<file path="src/rtl/sprite_cmd_pkg.sv">
// -----------------------------------------------------------------------------
// sprite_cmd_pkg
// Definitions shared by the sprite command encoder and its request FIFO:
//   - bit positions of the 32-bit command word fields
//   - action and type codes
//   - sprite_req_t, the buffered sprite update request
//   - state_t, the encoder FSM states
//   - make_word() packs fields into a command word
//   - next_emit_state() finds the next update word selected by a request mask
// -----------------------------------------------------------------------------
package sprite_cmd_pkg;

    // Command word layout: [31:26] component, [25:21] zero, [20:17] action,
    // [16:14] type, [13] buffer toggle, [12:0] data.
    localparam int COMP_LSB   = 26;
    localparam int ACT_LSB    = 17;
    localparam int TYPE_LSB   = 14;
    localparam int TOGGLE_BIT = 13;
    localparam int DATA_W     = 13;

    localparam logic [3:0] ACT_UPDATE = 4'b0001;
    localparam logic [3:0] ACT_COMMIT = 4'b1111;

    localparam logic [2:0] TYPE_NONE = 3'b000;
    localparam logic [2:0] TYPE_VIS  = 3'b001;
    localparam logic [2:0] TYPE_X    = 3'b010;
    localparam logic [2:0] TYPE_Y    = 3'b011;
    localparam logic [2:0] TYPE_ATTR = 3'b100;

    typedef struct packed {
        logic [5:0] component;
        logic [3:0] mask;       // [0] vis/pattern, [1] X, [2] Y, [3] attr
        logic       visible;
        logic       flip;
        logic [4:0] pattern;
        logic [9:0] x;
        logic [9:0] y;
        logic [9:0] attr;
    } sprite_req_t;

    // Emitting states are numbered so that the encoding of a state equals the
    // index of the next mask bit to consider once that state's word is done.
    typedef enum logic [2:0] {
        ST_IDLE   = 3'd0,
        ST_VIS    = 3'd1,
        ST_XPOS   = 3'd2,
        ST_YPOS   = 3'd3,
        ST_ATTR   = 3'd4,
        ST_COMMIT = 3'd5
    } state_t;

    function automatic logic [31:0] make_word(
        input logic [5:0]        comp,
        input logic [3:0]        act,
        input logic [2:0]        typ,
        input logic              toggle,
        input logic [DATA_W-1:0] data
    );
        logic [31:0] w;
        w                    = '0;
        w[COMP_LSB +: 6]     = comp;
        w[ACT_LSB +: 4]      = act;
        w[TYPE_LSB +: 3]     = typ;
        w[TOGGLE_BIT]        = toggle;
        w[DATA_W-1:0]        = data;
        return w;
    endfunction

    // First emitting state whose mask bit index is >= start; ST_IDLE if none.
    // Later assignments have priority, so the lowest qualifying bit wins.
    function automatic state_t next_emit_state(
        input logic [3:0] mask,
        input logic [2:0] start
    );
        state_t ns;
        ns = ST_IDLE;
        if (mask[3] && start <= 3'd3) ns = ST_ATTR;
        if (mask[2] && start <= 3'd2) ns = ST_YPOS;
        if (mask[1] && start <= 3'd1) ns = ST_XPOS;
        if (mask[0] && start == 3'd0) ns = ST_VIS;
        return ns;
    endfunction

endpackage

</file>
<file path="src/rtl/sprite_cmd_encoder_fifo.sv">
// -----------------------------------------------------------------------------
// sprite_req_fifo
// Synchronous FIFO of sprite_req_t requests with full/empty flags.
// Ports:
//   clk, rst_n       clock, asynchronous active-low reset
//   push_i, push_data_i   write request; ignored while full
//   pop_i,  pop_data_o    read request; pop_data_o shows the head entry
//   full_o, empty_o       occupancy flags, decoded from the registered count
// A push and pop in the same cycle while full: only the pop takes effect,
// because full_o depends solely on the registered count.
// -----------------------------------------------------------------------------
module sprite_req_fifo
    import sprite_cmd_pkg::*;
#(
    parameter int DEPTH = 8
) (
    input  logic        clk,
    input  logic        rst_n,
    input  logic        push_i,
    input  sprite_req_t push_data_i,
    input  logic        pop_i,
    output sprite_req_t pop_data_o,
    output logic        full_o,
    output logic        empty_o
);

    localparam int AW = $clog2(DEPTH);

    sprite_req_t      mem [DEPTH];
    logic [AW-1:0]    wr_ptr_q;
    logic [AW-1:0]    rd_ptr_q;
    logic [AW:0]      count_q;
    logic             do_push;
    logic             do_pop;

    assign full_o     = (count_q == (AW+1)'(DEPTH));
    assign empty_o    = (count_q == '0);
    assign do_push    = push_i && !full_o;
    assign do_pop     = pop_i && !empty_o;
    assign pop_data_o = mem[rd_ptr_q];

    // Storage has no reset so it can map onto RAM.
    always_ff @(posedge clk) begin
        if (do_push) begin
            mem[wr_ptr_q] <= push_data_i;
        end
    end

    // Pointers wrap naturally because DEPTH is a power of two.
    always_ff @(posedge clk or negedge rst_n) begin
        if (!rst_n) begin
            wr_ptr_q <= '0;
            rd_ptr_q <= '0;
            count_q  <= '0;
        end else begin
            if (do_push) wr_ptr_q <= wr_ptr_q + 1'b1;
            if (do_pop)  rd_ptr_q <= rd_ptr_q + 1'b1;
            case ({do_push, do_pop})
                2'b10:   count_q <= count_q + 1'b1;
                2'b01:   count_q <= count_q - 1'b1;
                default: count_q <= count_q;
            endcase
        end
    end

endmodule

</file>
<file path="src/rtl/sprite_cmd_encoder.sv">
// -----------------------------------------------------------------------------
// sprite_cmd_encoder
// Turns sprite update requests into 32-bit command words for the display
// blocks and inserts one buffer-commit word per frame start.
// Ports:
//   clk, reset_n          clock, asynchronous active-low reset
//   req_*                 valid/ready request input (buffered in a FIFO)
//   frame_start           one-cycle pulse at vblank start
//   out_ready             downstream may accept a word this cycle
//   wr_en, writedata      registered command word output
//   back_sel              buffer currently being written
//   commit_overrun        sticky: a frame_start arrived with a commit pending
// Build option: define SPRITE_CMD_STATS_EN to add stat_words (accepted words)
// and stat_frames (accepted commits) wrapping counters.
// -----------------------------------------------------------------------------
module sprite_cmd_encoder
    import sprite_cmd_pkg::*;
#(
    parameter int FIFO_DEPTH = 8
) (
    input  logic        clk,
    input  logic        reset_n,
    input  logic        req_valid,
    output logic        req_ready,
    input  logic [5:0]  req_component,
    input  logic [3:0]  req_mask,
    input  logic        req_visible,
    input  logic        req_flip,
    input  logic [4:0]  req_pattern,
    input  logic [9:0]  req_x,
    input  logic [9:0]  req_y,
    input  logic [9:0]  req_attr,
    input  logic        frame_start,
    input  logic        out_ready,
    output logic        wr_en,
    output logic [31:0] writedata,
    output logic        back_sel,
    output logic        commit_overrun
`ifdef SPRITE_CMD_STATS_EN
    ,
    output logic [15:0] stat_words,
    output logic [15:0] stat_frames
`endif
);

    sprite_req_t req_in;
    sprite_req_t fifo_rdata;
    logic        fifo_full;
    logic        fifo_empty;
    logic        fifo_push;
    logic        fifo_pop;

    state_t      state_q;
    sprite_req_t hold_q;
    logic        wr_en_q;
    logic [31:0] writedata_q;
    logic        back_sel_q;
    logic        commit_pending_q;
    logic        commit_pending_d;
    logic        overrun_q;
    logic        overrun_d;

    logic        word_accept;
    logic        commit_accept;
    logic [2:0]  state_idx;
    state_t      after_state;

    assign req_in = '{component: req_component, mask: req_mask,
                      visible: req_visible, flip: req_flip,
                      pattern: req_pattern, x: req_x, y: req_y,
                      attr: req_attr};

    assign req_ready = !fifo_full;
    assign fifo_push = req_valid && req_ready;
    // Commit has priority; a request is only taken between whole requests.
    assign fifo_pop  = (state_q == ST_IDLE) && !commit_pending_q && !fifo_empty;

    sprite_req_fifo #(
        .DEPTH(FIFO_DEPTH)
    ) u_fifo (
        .clk        (clk),
        .rst_n      (reset_n),
        .push_i     (fifo_push),
        .push_data_i(req_in),
        .pop_i      (fifo_pop),
        .pop_data_o (fifo_rdata),
        .full_o     (fifo_full),
        .empty_o    (fifo_empty)
    );

    assign word_accept   = wr_en_q && out_ready;
    assign commit_accept = word_accept && (state_q == ST_COMMIT);
    assign state_idx     = state_q;
    assign after_state   = next_emit_state(hold_q.mask, state_idx);

    // A pulse in the accepting cycle starts a fresh pending commit; any other
    // pulse while pending is folded into the existing one and flagged.
    always_comb begin
        commit_pending_d = commit_pending_q;
        overrun_d        = overrun_q;
        if (commit_accept) begin
            commit_pending_d = frame_start;
        end else if (frame_start) begin
            if (commit_pending_q) overrun_d = 1'b1;
            commit_pending_d = 1'b1;
        end
    end

    function automatic logic [31:0] word_for(
        input state_t      st,
        input sprite_req_t r,
        input logic        bs
    );
        logic [31:0] w;
        case (st)
            ST_VIS:    w = make_word(r.component, ACT_UPDATE, TYPE_VIS, bs,
                                     {r.visible, r.flip, 6'b0, r.pattern});
            ST_XPOS:   w = make_word(r.component, ACT_UPDATE, TYPE_X, bs, {3'b0, r.x});
            ST_YPOS:   w = make_word(r.component, ACT_UPDATE, TYPE_Y, bs, {3'b0, r.y});
            ST_ATTR:   w = make_word(r.component, ACT_UPDATE, TYPE_ATTR, bs, {3'b0, r.attr});
            ST_COMMIT: w = make_word(6'd0, ACT_COMMIT, TYPE_NONE, bs, '0);
            default:   w = '0;
        endcase
        return w;
    endfunction

    // Entering an emitting state, the first cycle loads the output register;
    // afterwards each accepted word directly loads the following one so that
    // words stream back-to-back while out_ready stays high.
    always_ff @(posedge clk or negedge reset_n) begin
        if (!reset_n) begin
            state_q          <= ST_IDLE;
            hold_q           <= '0;
            wr_en_q          <= 1'b0;
            writedata_q      <= '0;
            back_sel_q       <= 1'b1;
            commit_pending_q <= 1'b0;
            overrun_q        <= 1'b0;
        end else begin
            commit_pending_q <= commit_pending_d;
            overrun_q        <= overrun_d;
            case (state_q)
                ST_IDLE: begin
                    if (commit_pending_q) begin
                        state_q <= ST_COMMIT;
                    end else if (!fifo_empty) begin
                        // A popped request with an empty mask yields ST_IDLE
                        // and is dropped.
                        hold_q  <= fifo_rdata;
                        state_q <= next_emit_state(fifo_rdata.mask, 3'd0);
                    end
                end
                ST_COMMIT: begin
                    if (!wr_en_q) begin
                        wr_en_q     <= 1'b1;
                        writedata_q <= word_for(ST_COMMIT, hold_q, back_sel_q);
                    end else if (out_ready) begin
                        wr_en_q    <= 1'b0;
                        back_sel_q <= ~back_sel_q;
                        state_q    <= ST_IDLE;
                    end
                end
                default: begin
                    if (!wr_en_q) begin
                        wr_en_q     <= 1'b1;
                        writedata_q <= word_for(state_q, hold_q, back_sel_q);
                    end else if (out_ready) begin
                        state_q <= after_state;
                        if (after_state == ST_IDLE) begin
                            wr_en_q <= 1'b0;
                        end else begin
                            writedata_q <= word_for(after_state, hold_q, back_sel_q);
                        end
                    end
                end
            endcase
        end
    end

    assign wr_en          = wr_en_q;
    assign writedata      = writedata_q;
    assign back_sel       = back_sel_q;
    assign commit_overrun = overrun_q;

`ifdef SPRITE_CMD_STATS_EN
    logic [15:0] stat_words_q;
    logic [15:0] stat_frames_q;

    always_ff @(posedge clk or negedge reset_n) begin
        if (!reset_n) begin
            stat_words_q  <= '0;
            stat_frames_q <= '0;
        end else begin
            if (word_accept)   stat_words_q  <= stat_words_q + 16'd1;
            if (commit_accept) stat_frames_q <= stat_frames_q + 16'd1;
        end
    end

    assign stat_words  = stat_words_q;
    assign stat_frames = stat_frames_q;
`endif

endmodule

</file>
<file path="config.mk">
export PLATFORM = sky130hd
export DESIGN_NAME = sprite_cmd_encoder
export DESIGN_NICKNAME = d
export VERILOG_FILES = /design/src/rtl/sprite_cmd_pkg.sv /design/src/rtl/sprite_cmd_encoder_fifo.sv /design/src/rtl/sprite_cmd_encoder.sv
export SDC_FILE = /design/constraint.sdc
export NUM_CORES = 1
export LEC_CHECK = 0
export CELL_PAD_IN_SITES_DETAIL_PLACEMENT = 1
export CELL_PAD_IN_SITES_GLOBAL_PLACEMENT = 2
export CORE_MARGIN = 2
export CORE_UTILIZATION = 46
export CTS_CLUSTER_SIZE = 24
export DETAILED_ROUTE_END_ITERATION = 8
export HOLD_SLACK_MARGIN = 0.08
export PLACE_DENSITY = 0.9
export SYNTH_ARGS = -nofsm -noshare
export SYNTH_HDL_FRONTEND = slang
export SYNTH_SLANG_ARGS = --single-unit
export TNS_END_PERCENT = 10
</file>
<file path="constraint.sdc">
create_clock -name clk -period 7.9 [get_ports clk]
set_input_delay 1.185 -clock clk [delete_from_list [all_inputs] [get_ports clk]]
set_output_delay 1.185 -clock clk [all_outputs]
set_load 0.03 [all_outputs]
</file>
==> results of run 1 <==
[placed cells by master (no fill, tap or decap), types with 9 or more instances in the layout]
master           Yosys  final
edfxtp_1           376    376
mux4_2              91     91
nand2_1             88     88
dfrtp_1             87     84
clkdlybuf4s50_1      0     80
mux2i_1             55     55
o21ai_1             49     49
clkbuf_16            0     48
a21oi_1             20     20
buf_4               14     20
nor2_1              17     16
clkbuf_1            14     14
a221oi_1            13     13
mux2_2              11     11
inv_1                9      9
[worst paths after layout]
| check | from | to | cells after the start |
|---|---|---|---|
| worst max register to register | state_idx[1] | u_fifo.count_q[3] | 11 |
| worst min register to register | commit_overrun | commit_overrun | 1 |
| min in group clk | commit_overrun | commit_overrun | 1 |
| max in group asynchronous | reset_n | u_fifo.rd_ptr_q[0] | 2 |
| worst min-delay path | reset_n | u_fifo.count_q[3] | 1 |
| worst max-delay path | state_idx[1] | u_fifo.count_q[3] | 11 |
[metrics by stage]
step | utilization | area, um^2 | total power [mW]
after global routing | 0.538 | 21500 | 7.90
after detailed placement | 0.500 | 20000 | 5.43
after global placement | 0.500 | 20000 | 5.33
after CTS | 0.538 | 21500 | 7.63
after floorplan | - | 18800 | 4.79
final | 0.538 | 21500 | 7.55
[area by class of cell]
| cell class | count | area [um^2] | share of cell area |
|---|---|---|---|
| inverter | 10 | 37.5 | 0.00174 |
| multi-input combinational | 489 | 4860 | 0.226 |
| clock buffer | 64 | 1280 | 0.0595 |
| sequential | 464 | 13500 | 0.628 |
| timing repair buffer | 100 | 951 | 0.0442 |
| clock inverter | 21 | 228 | 0.0106 |
| tap | 525 | 657 | 0.0305 |
[worst max-delay path: stages (launching register included)]
cell     delay [ps]
dfrtp_1         850
inv_1           390
nand2_1         290
or3_4           790
inv_2           140
ha_1            290
ha_1            280
a21o_1          170
a21oi_1         180
xnor2_1         150
nor2_1           80
xor2_1          150
[layer usage]
layer	global-route usage	up-vias	routed length [um]
met5	0	-	0
met4	0.0651	0	1180
met3	0.0369	75	1990
met2	0.350	294	21400
met1	0.286	5132	18100
li1	-	4275	-
[power breakdown]
part	switching [mW]	leakage (nW)	internal [mW]	total, mW
sequential	0.327	4.55	3.11	3.43
clock	0.885	0.738	1.30	2.18
combinational	1.12	1.86	0.819	1.93
[registers in the layout (all words and copies together) (netlist names)]
signal and count:
back_sel 1, commit_overrun 1, commit_pending_q 1, hold_q 47, state_idx 3, u_fifo.count_q 4
u_fifo.mem 376, u_fifo.rd_ptr_q 3, u_fifo.wr_ptr_q 3, wr_en 1, writedata 24
[cells by family after synthesis]
group                    after synthesis
XOR/XNOR                               9
other                                  1
multiplexers                         158
AND/OR/NAND/NOR                      157
AO/OA/AOI/OAI                        153
buffers and inverters                 81
adder cells (fa/ha/maj)                6
flip-flops                           464
==> impl_metrics.ini, run 1 <==
[synth]
synth_top_area_share = 0.603
syn_area_mm2 = 0.0187
yosysSeqAreaShare = 0.720
synthXorXnorAreaFrac = 0.00421
yosys.area_share.adder = 0.00441
synth_edf_count = 376
async_reset_ff_frac = 0.190
synth_most_common_cell = edfxtp_1
synth_area_leader_cell = edfxtp_1
synth_top_cells_by_area = edfxtp_1 (60%), dfrtp_1 (12%), mux4_2 (11%)
synthFlopType = edfxtp_1
syn_avg_cell_area_um2 = 18.2
syn_inst = 1029
synth_simple_gate_area_frac = 0.0423
synth_top_family_by_area = multiplexers
synth_compound_area_frac = 0.0582
synthDistinctLibCells = 76
synth_warnings = 0
ys_ff_latch = 464
synthTopCellsByCount = edfxtp_1 (376), mux4_2 (91), nand2_1 (88)
synth.mux.area_fraction = 0.146

[clocking]
postCtsSetupRepairBufs = 0
clk_pin_slew_ps = 60
numCtsBuffers = 46
insertion_delay_ps = 570
cts-resized-gates = 0
clockBufferDepth = 3
clock_sinks = 464
cts_max_level = 2
clockRootBuffer = clkbuf_16
tritoncts = built
holdBufCountCts = 0

[setup_path]
crit_type = reg -> reg
cp.required_ps = 8340
cp-end-kind = register
worstPathArrival_ps = 4330
critPathLaunchType = register
path_max_fanout = 95
ff2ff_setup_slack_ps = 4010

[layout]
fill_cells = 3646
drive_gt1_frac = 0.193
fin_nets = 1169
insertedDiodeCount = 0
areaGrowthSynthToFinish_pct = 14.9
layout.cells.non_filler = 1673

[route]
num_vias = 9776
drc = 0
drt_iter0_drc = 890
drtPass1Iterations = 5
totalWireLength_um = 42700
viasPerCell = 5.84
wl_per_cell_um = 25.5
ant_nets = 0

[floorplan]
dieHeight_um = 206
dieArea_mm2 = 0.0424
die_w_um = 206
pin_count = 88
rows = 73
coreArea_mm2 = 0.0400
initial_core_util = 0.468

[sta]
setup_slack_ps = 4010
slew_viol_final = 0
fmax_ghz = 0.257
fin_skew_ps = 13.3
setup_viol = 0
totalNegativeSetupSlack_ps = 0
period_needed_ps = 3890
slew_headroom = 0.324
hold_viol = 0
tightest_slew_ps = 1010
min_period_over_period = 0.492
fin_hold_ws_ps = 469
rsz0062_at_grt = false

[placed_design]
dp.cells = 1588
routabilityCongestion = 0.827
io_buffers = 81
dp_slack_ps = 4050
dpl.hpwl_um = 25000

[hold_path]
min_path_type = in -> async

[grt]
grt_use_total = 0.211
antenna_found_initial = 0
grt_pass1_wl_um = 65500
grt_max_degree = 96
first_global_vias = 10500
globalRouteOverflowTotal = 0

[flow_run]
cap_violations = 0

[power_and_ir_drop]
p_per_area_mw_per_mm2 = 351
ir_worst_vdd_mv = 0.186
leakage_nw = 7.15

[outcome]
outcome = complete, no violations
No activity file was read; power rests on OpenSTA's default activity.
==> inputs of run 2 (changes only) <==
- CORE_UTILIZATION: 46 -> 42
- PLACE_DENSITY: 0.9 -> 0.87
- clock period: 7.9 -> 3.56 ns (I/O delays scaled with it)
==> impl_metrics.ini, run 2 (synthesis results as in run 1) <==
[clocking]
insertion_delay_ps = 590
numCtsBuffers = 47
clockBufferDepth = 3
clockRootBuffer = clkbuf_16
cts-resized-gates = 0
cts_max_level = 2
holdBufCountCts = 0
clk_pin_slew_ps = 60
tritoncts = built
clock_sinks = 464
postCtsSetupRepairBufs = 0

[setup_path]
rr_worst_depth = 11
r2r_start = state_idx[1]
worstPathArrival_ps = 2290
crit_type = reg -> out
ff2ff_setup_slack_ps = 890
crit_start = wr_en
cp.required_ps = 3030
cp-end-kind = primary output
critPathLaunchType = register
endpoint = wr_en
path_max_fanout = 17
r2r-end = u_fifo.count_q[3]

[route]
wl_per_cell_um = 25.0
drtPass1Iterations = 7
drc = 0
drt_iter0_drc = 802
ant_nets = 0
viasPerCell = 5.61
num_vias = 9802
totalWireLength_um = 43800

[sta]
tightest_slew_ps = 1070
hold_viol = 0
fin_skew_ps = 24.5
slew_viol_final = 0
min_period_over_period = 0.793
setup_viol = 0
fmax_ghz = 0.354
fin_hold_ws_ps = 100
setup_slack_ps = 738
slew_headroom = 0.283
period_needed_ps = 2820
totalNegativeSetupSlack_ps = 0
rsz0062_at_grt = false

[grt]
first_global_vias = 10800
antenna_found_initial = 0
grt_max_degree = 95
grt_pass1_wl_um = 67600
grt_use_total = 0.194
globalRouteOverflowTotal = 0

[power_and_ir_drop]
leakage_nw = 7.26
swShare = 0.313
p_clk_frac = 0.293
comb_power_share = 0.262
ir_worst_vdd_mv = 0.339
p_total_mw = 17.1
p_per_area_mw_per_mm2 = 781
internal_power_mw = 11.7
switchingPower_mw = 5.35
seqPwrFrac = 0.445

[floorplan]
die_w_um = 215
rows = 77
dieHeight_um = 215
pin_count = 88
dieArea_mm2 = 0.0463
initial_core_util = 0.425
coreArea_mm2 = 0.0441

[placed_design]
placed_area_mm2 = 0.0203
dp.cells = 1659
routabilityCongestion = 0.791
dpl.hpwl_um = 25400
io_buffers = 81
dp_slack_ps = 774

[layout]
fill_cells = 4145
areaGrowthSynthToFinish_pct = 16.7
final_cell_mix = edfxtp_1 (376), mux4_2 (91), nand2_1 (88), dfrtp_1 (84), clkdlybuf4s50_1 (80)
fin_nets = 1174
layout.cells.non_filler = 1747
fin_util = 0.496
final_common_cell = edfxtp_1
drive_gt1_frac = 0.207
multi_input_area_mm2 = 0.00489
insertedDiodeCount = 0
fin_area_mm2 = 0.0219
ff_latch_area_mm2 = 0.0135
largest_reg_flops = 376
largest-register = u_fifo.mem

[outcome]
outcome = complete, no violations

[hold_path]
min_path_type = in -> async

[flow_run]
cap_violations = 0
run 2: metal layers:
layer,routed length [um],GRT usage
met3,2120,0.0393
met5,0,0
met2,22200,0.333
met4,861,0.0529
met1,18500,0.253
run 2: power by group through the flow:
stage / registers, mW / clock network, mW / logic, mW
after floorplan: 7.53 / 0 / 3.08
after global placement: 7.63 / 0 / 4.36
after detailed placement: 7.71 / 0 / 4.50
after CTS: 7.61 / 5.13 / 4.54
after global routing: 7.70 / 5.32 / 4.83
final: 7.60 / 5.01 / 4.47
run 2: layout make-up:
cell class,instances,area share
clock buffer,64,0.0604
sequential,464,0.618
inverter,10,0.00172
timing repair buffer,104,0.0500
multi-input combinational,489,0.224
clock inverter,24,0.0126
tap,592,0.0339
run 2: worst max-delay path: stages (launching register included):
cell and delay, ps:
dfrtp_1 660, buf_4 330, clkdlybuf4s50_1 710
run 2: worst min-delay path by stage:
stage / start / to / slack [ps] / cells past startpoint
CTS: reset_n / commit_pending_q / 150 / 1
floorplan: reset_n / commit_overrun / 240 / 0
global route: reset_n / hold_q[40] / 200 / 1
detailed placement: writedata[16] / writedata[16] / 470 / 2
finish: reset_n / commit_pending_q / 100 / 1
global placement: commit_overrun / commit_overrun / 460 / 1
